### config.mk
export PLATFORM = sky130hd
export DESIGN_NAME = cpu_seq_ctrl_flat
export DESIGN_NICKNAME = d
export VERILOG_FILES = /design/src/rtl/cpu_seq_ctrl_if.sv /design/src/rtl/cpu_seq_ctrl.sv /design/src/flat_wrapper.sv
export SDC_FILE = /design/constraint.sdc
export NUM_CORES = 1
export LEC_CHECK = 0
export CELL_PAD_IN_SITES_DETAIL_PLACEMENT = 2
export CELL_PAD_IN_SITES_GLOBAL_PLACEMENT = 2
export CORE_UTILIZATION = 35
export CTS_BUF_LIST = sky130_fd_sc_hd__clkbuf_8
export CTS_CLUSTER_SIZE = 20
export DETAILED_ROUTE_END_ITERATION = 8
export PLACE_DENSITY = 0.87
export SLEW_MARGIN = 40
export SYNTH_ARGS = -nofsm -noshare
export SYNTH_HDL_FRONTEND = slang
export SYNTH_SLANG_ARGS = --single-unit
### constraint.sdc
create_clock -name i_clock -period 4.8 [get_ports i_clock]
set_clock_uncertainty 0.2 [all_clocks]
set_input_delay 0.72 -clock i_clock [delete_from_list [all_inputs] [get_ports i_clock]]
set_output_delay 0.72 -clock i_clock [all_outputs]
set_load 0.02 [all_outputs]
### src/rtl/cpu_seq_ctrl_if.sv
// Sequencer <-> datapath handshake: IMEM fetch request/ack, decoder flags
// and the one-cycle datapath write enables.
interface cpu_seq_ctrl_if;
  logic       o_imemReq;
  logic       i_imemAck;
  logic       i_illegal;
  logic [4:0] i_rdAddr;
  logic       o_irWe;
  logic       o_aluEn;
  logic       o_gprWe;
  logic       o_pcWe;
  logic       o_retire;

  // Sequencer side
  modport master (
    output o_imemReq, o_irWe, o_aluEn, o_gprWe, o_pcWe, o_retire,
    input  i_imemAck, i_illegal, i_rdAddr
  );

  // Datapath / IMEM side
  modport slave (
    input  o_imemReq, o_irWe, o_aluEn, o_gprWe, o_pcWe, o_retire,
    output i_imemAck, i_illegal, i_rdAddr
  );
endinterface

### src/rtl/cpu_seq_ctrl.sv
// Multicycle sequencer for the RV32 datapath: FETCH/DECODE/EXEC/WB with
// run / single-step / halt debug control, IMEM timeout and illegal-op faults,
// and free-running cycle / retired-instruction counters.
module cpu_seq_ctrl #(
  parameter int unsigned CNT_W        = 32,
  parameter int unsigned IMEM_TIMEOUT = 16
) (
  input  logic               i_clock,
  input  logic               i_resetn,
  input  logic               i_run,
  input  logic               i_step,
  input  logic               i_clearFault,
  cpu_seq_ctrl_if.master     bus,
  output logic               o_halted,
  output logic               o_fault,
  output logic [2:0]         o_state,
  output logic [CNT_W-1:0]   o_cycleCount,
  output logic [CNT_W-1:0]   o_instrCount
);

  localparam int unsigned WAIT_W = $clog2(IMEM_TIMEOUT + 1);
  localparam logic [WAIT_W-1:0] WAIT_LAST = WAIT_W'(IMEM_TIMEOUT - 1);

  typedef enum logic [2:0] {
    S_HALT   = 3'd0,
    S_FETCH  = 3'd1,
    S_DECODE = 3'd2,
    S_EXEC   = 3'd3,
    S_WB     = 3'd4,
    S_FAULT  = 3'd5
  } state_t;

  state_t            state, state_nxt;
  logic              step_flag, step_flag_nxt;
  logic [WAIT_W-1:0] wait_cnt, wait_cnt_nxt;
  logic [CNT_W-1:0]  cycle_cnt, instr_cnt;

  // State, step flag, fetch wait counter and performance counters
  always_ff @(posedge i_clock or negedge i_resetn) begin
    if (!i_resetn) begin
      state     <= S_HALT;
      step_flag <= 1'b0;
      wait_cnt  <= '0;
      cycle_cnt <= '0;
      instr_cnt <= '0;
    end else begin
      state     <= state_nxt;
      step_flag <= step_flag_nxt;
      wait_cnt  <= wait_cnt_nxt;
      if (state inside {S_FETCH, S_DECODE, S_EXEC, S_WB})
        cycle_cnt <= cycle_cnt + CNT_W'(1);
      if (state == S_WB)
        instr_cnt <= instr_cnt + CNT_W'(1);
    end
  end

  // Next-state logic; an ack arriving on the last allowed FETCH cycle wins over the timeout
  always_comb begin
    state_nxt     = state;
    step_flag_nxt = step_flag;
    wait_cnt_nxt  = wait_cnt;
    unique case (state)
      S_HALT: begin
        if (i_run || i_step) begin
          state_nxt     = S_FETCH;
          step_flag_nxt = i_step & ~i_run;
        end
      end
      S_FETCH: begin
        if (bus.i_imemAck) begin
          state_nxt    = S_DECODE;
          wait_cnt_nxt = '0;
        end else if (wait_cnt == WAIT_LAST) begin
          state_nxt    = S_FAULT;
          wait_cnt_nxt = '0;
        end else begin
          wait_cnt_nxt = wait_cnt + WAIT_W'(1);
        end
      end
      S_DECODE: state_nxt = bus.i_illegal ? S_FAULT : S_EXEC;
      S_EXEC:   state_nxt = S_WB;
      S_WB: begin
        if (step_flag || !i_run) begin
          state_nxt     = S_HALT;
          step_flag_nxt = 1'b0;
        end else begin
          state_nxt = S_FETCH;
        end
      end
      S_FAULT: begin
        if (i_clearFault) state_nxt = S_HALT;
      end
      default: state_nxt = S_HALT;
    endcase
  end

  // Strobes decoded from state (IR latch also qualified by the IMEM ack)
  always_comb begin
    bus.o_imemReq = 1'b0;
    bus.o_irWe    = 1'b0;
    bus.o_aluEn   = 1'b0;
    bus.o_gprWe   = 1'b0;
    bus.o_pcWe    = 1'b0;
    bus.o_retire  = 1'b0;
    unique case (state)
      S_FETCH: begin
        bus.o_imemReq = 1'b1;
        bus.o_irWe    = bus.i_imemAck;
      end
      S_EXEC: bus.o_aluEn = 1'b1;
      S_WB: begin
        bus.o_pcWe   = 1'b1;
        bus.o_retire = 1'b1;
        bus.o_gprWe  = (bus.i_rdAddr != 5'd0);
      end
      default: ;
    endcase
  end

  assign o_halted     = (state == S_HALT);
  assign o_fault      = (state == S_FAULT);
  assign o_state      = state;
  assign o_cycleCount = cycle_cnt;
  assign o_instrCount = instr_cnt;

endmodule

### src/flat_wrapper.sv
// flat-port wrapper written by rule: the top's interface ports become plain ports
module cpu_seq_ctrl_flat 
#(
  parameter int unsigned CNT_W        = 32,
  parameter int unsigned IMEM_TIMEOUT = 16
)
  (i_clock, i_resetn, i_run, i_step, i_clearFault, o_halted, o_fault, o_state, o_cycleCount, o_instrCount, bus_o_imemReq, bus_o_irWe, bus_o_aluEn, bus_o_gprWe, bus_o_pcWe, bus_o_retire, bus_i_imemAck, bus_i_illegal, bus_i_rdAddr);
  cpu_seq_ctrl_if bus_i ();
  input  logic i_clock;
  input  logic i_resetn;
  input  logic i_run;
  input  logic i_step;
  input  logic i_clearFault;
  output logic o_halted;
  output logic o_fault;
  output logic [2:0] o_state;
  output logic [CNT_W-1:0] o_cycleCount;
  output logic [CNT_W-1:0] o_instrCount;
  output wire logic [$bits(bus_i.o_imemReq)-1:0] bus_o_imemReq;
  output wire logic [$bits(bus_i.o_irWe)-1:0] bus_o_irWe;
  output wire logic [$bits(bus_i.o_aluEn)-1:0] bus_o_aluEn;
  output wire logic [$bits(bus_i.o_gprWe)-1:0] bus_o_gprWe;
  output wire logic [$bits(bus_i.o_pcWe)-1:0] bus_o_pcWe;
  output wire logic [$bits(bus_i.o_retire)-1:0] bus_o_retire;
  input wire logic [$bits(bus_i.i_imemAck)-1:0] bus_i_imemAck;
  input wire logic [$bits(bus_i.i_illegal)-1:0] bus_i_illegal;
  input wire logic [$bits(bus_i.i_rdAddr)-1:0] bus_i_rdAddr;
  assign bus_o_imemReq = bus_i.o_imemReq;
  assign bus_o_irWe = bus_i.o_irWe;
  assign bus_o_aluEn = bus_i.o_aluEn;
  assign bus_o_gprWe = bus_i.o_gprWe;
  assign bus_o_pcWe = bus_i.o_pcWe;
  assign bus_o_retire = bus_i.o_retire;
  assign bus_i.i_imemAck = bus_i_imemAck;
  assign bus_i.i_illegal = bus_i_illegal;
  assign bus_i.i_rdAddr = bus_i_rdAddr;
  cpu_seq_ctrl #(.CNT_W(CNT_W), .IMEM_TIMEOUT(IMEM_TIMEOUT)) u_core (.i_clock(i_clock), .i_resetn(i_resetn), .i_run(i_run), .i_step(i_step), .i_clearFault(i_clearFault), .bus(bus_i), .o_halted(o_halted), .o_fault(o_fault), .o_state(o_state), .o_cycleCount(o_cycleCount), .o_instrCount(o_instrCount));
endmodule
==> impl_metrics.toml <==
[global_routing]
grt_pass1_vias = 2967
gr-usage-all-layers_pct = 19.8
grt_overflow_total = 0
grt_pass1_wl_mm = 15.7
grt_max_degree = 74
antenna_found_initial = 0

[setup_path]
crit_path_end = "bus_o_irWe"
r2r_cells = 5
max_stage_delay_ns = 0.64
cp_data_required_time_ns = 3.88
arrival_ns = 2.40
cpMaxStageDelayCell = "or3b_2"
r2r-end = "u_core.o_cycleCount[23]"
critical_path.endpoint_type = "output port"
r2r_slack_ns = 2.42
startpoint_type = "flip-flop"
crit_chain = "or3b_2 -> inv_2 -> and2_1 -> clkdlybuf4s50_1"
crit_fanout = 15
criticalPathCategory = "flip-flop to output port"
reg2reg_from = "u_core.o_state[2]"
worstSetupStartpoint = "u_core.o_state[2]"

[synthesis]
netlist_area_mm2 = 0.00350
synthCells = 317
ys_seq_area_share_pct = 52.3
avgSynthCellArea_um2 = 11.0
synth_largest_area_cell = "dfrtp_1"
synthesis.nets = 332
yosys_warnings = 0
synth_area_leaders = "dfrtp_1 (52%), xnor2_1 (13%), nand4_1 (5.2%)"
netlist-cell-type-count = 39
yosysTopAreaCellShare_pct = 52.3
ys_ff_latch = 73

[power]
p_int_w = 0.00123
leakage_nw = 1.94
total_power_w = 0.00192
vdd_drop_max_mv = 0.245
swShare_pct = 36.1
clockPowerShare_pct = 24.4
seqPwrFrac_pct = 42.8
pwr_density_cell_mw_per_mm2 = 412
power_switching_w = 0.000695
pwr-share-comb_pct = 32.8

[layout]
fin_nets = 419
area_delta_synth_final_pct = 33.6
nFillCells = 1014
diodes = 0
drive_above_1_share_pct = 7.09

[route]
route.antenna.remaining_nets = 0
drcViolationCount = 0
wl_mm = 9.44
vias = 2757
drtIter0Drc = 43
first_pass_iters = 4
wl_per_cell_um = 17.4
vias_per_cell = 5.09

[sta]
finalCritPeriodShare_pct = 69.2
grt_setup_unrepaired = "false"
drv_slew = 0
max_slew_margin_pct = 53.8
hold_viol_final = 0
tns_ns = 0
worst_pin_slew_ns = 0.691
min_period_ns = 3.32
timing.fmax_ghz = 0.301
setup_violations = 0

[floorplan]
ios = 87
start_util_pct = 35.9
design.core.area_mm2 = 0.00973
dieArea_mm2 = 0.0104
rows = 36
die_w_um = 102
die_height_um = 102

[cts]
hold_buffers = 0
clkTransAtPathRegs_ns = 0.08
cts_max_level = 3
cts_made_buffers = 9
cts_tree = "done"
clock_latency_ns = 0.35
cts.sinks = 73
ctsRootBufferMaster = "clkbuf_8"
post-cts-setup-buffer-count = 0
clockBufferDepth = 2
cts-resized-gates = 0

[worst_hold_path]
hold_class = "input port to asynchronous set/reset pin"

[run_status]
status = "finished, final reports clean"

[place]
gp_congestion = 0.809
hpwl_mm = 6.89
io_buffers = 86

[run]
maxCapViolCount = 0
state kept, by name, indices dropped and copies added, names as in the netlist:
register / count
u_core.o_cycleCount: 32
u_core.o_instrCount: 32
u_core.o_state: 3
u_core.step_flag: 1
u_core.wait_cnt: 5
cells in the final DEF, fill, tap and decap left out, drive strengths merged, types with 2 or more instances in the layout:
| cell | synthesis | routed |
|---|---|---|
| mux2 | 3 | 3 |
| nor4 | 5 | 5 |
| ha | 3 | 3 |
| buf | 9 | 2 |
| nor2 | 18 | 18 |
| clkdlybuf4s50 | 0 | 85 |
| and3 | 10 | 10 |
| dfrtp | 73 | 73 |
| xor2 | 11 | 11 |
| clkinv | 0 | 2 |
| nand4 | 29 | 29 |
| nor3 | 8 | 8 |
| xnor2 | 52 | 52 |
| and2 | 5 | 5 |
| inv | 6 | 9 |
| o21a | 5 | 5 |
| and4 | 5 | 5 |
| nor2b | 2 | 2 |
| nand4b | 3 | 3 |
| nand2 | 28 | 28 |
| clkbuf | 2 | 10 |
| nand3 | 20 | 20 |
| o21ai | 5 | 5 |
| a21oi | 3 | 3 |
logic make-up (layout without fill, tap and decap cells):
logic type,after synthesis,after routing,share of synthesized area (%)
xor+xnor,63,63,15.8
compound gates,17,17,3.19
fa+ha+maj,3,3,1.07
simple gates,140,140,24.2
mux,4,4,1.25
flops,73,73,52.3
buf+inv,17,109,2.29
through the flow:
step           std cells  setup WS [ns]  utilization [%]  area [um^2]  hold slack (ns)
2_1_floorplan        317           2.30                -         3500            0.224
3_3_place_gp         526           1.56             45.9         4470            0.260
3_5_place_dp         526           1.52             46.1         4480            0.275
4_1_cts              542           1.44             48.0         4670            0.208
5_1_grt              542           1.35             48.0         4670            0.208
6_report             542           1.48             48.0         4670            0.157
layout make-up:
class                   instances  area, um^2  area share (%)
flip-flops and latches         73        1830            39.1
multi-input cells             227        1600            34.2
repair buffers                 87         870            18.6
well taps                     133         166            3.56
clock buffers                  10         138            2.95
clock inverters                 6        51.3            1.10
inverters                       6        22.5           0.482
worst max-delay path, delay by kind of cell (launching register included):
kind,cells,cell delay (ns)
buffers and inverters,2,0.71
flip-flops,1,0.58
AND/OR/NAND/NOR,2,0.77
per-layer routing:
| metal | vias up | routed length (um) | part of all wire, % | GRT usage, % |
|---|---|---|---|---|
| li1 | 1283 | - | - | - |
| met1 | 1395 | 4120 | 44 | 24.7 |
| met2 | 62 | 4810 | 51 | 33.8 |
| met3 | 17 | 288 | 3.0 | 3.21 |
| met4 | 0 | 228 | 2.4 | 9.34 |
| met5 | - | 0 | 0 | 0 |
cell usage after synthesis:
cell,count
clkbuf_1,2
nor3_1,7
nor4_2,1
mux2_2,3
nand4_1,29
or3_1,1
nor2_1,18
o32ai_1,1
dfrtp_1,73
buf_4,2
inv_2,2
o21ai_0,4
and4_1,5
nor2b_1,2
mux2i_1,1
nand4bb_4,1
and2_1,5
a22o_1,1
nand3b_1,1
nor3_2,1
or4_1,1
a31oi_1,1
nor4_4,4
o21ai_1,1
nand4b_1,3
a221o_1,1
o21a_1,5
nand3_1,20
xnor2_1,52
buf_2,7
nor3b_1,1
and3_1,10
nand2_1,28
inv_1,4
or2_2,1
or3b_2,1
a21oi_1,3
ha_1,3
xor2_1,11
power groups by stage:
stage,Sequential (W),Combinational [W],Clock [W]
6_report,0.000824,0.000631,0.000469
5_1_grt,0.000841,0.000687,0.000511
4_1_cts,0.000825,0.000643,0.000483
3_5_place_dp,0.000835,0.000639,0
3_3_place_gp,0.000826,0.000610,0
2_1_floorplan,0.000852,0.000340,0
worst min-delay path by stage:
stage | slack [ns] | end | start | cells past startpoint
6_report | 0.16 | u_core.o_cycleCount[4] | i_resetn | 1
4_1_cts | 0.21 | u_core.o_cycleCount[4] | i_resetn | 1
3_3_place_gp | 0.26 | u_core.o_instrCount[31] | u_core.o_instrCount[31] | 1
3_5_place_dp | 0.27 | u_core.wait_cnt[4] | u_core.wait_cnt[4] | 1
5_1_grt | 0.21 | u_core.o_cycleCount[5] | i_resetn | 1
2_1_floorplan | 0.22 | u_core.o_cycleCount[0] | i_resetn | 0
Note: power is estimated with default switching activity, not from simulation.
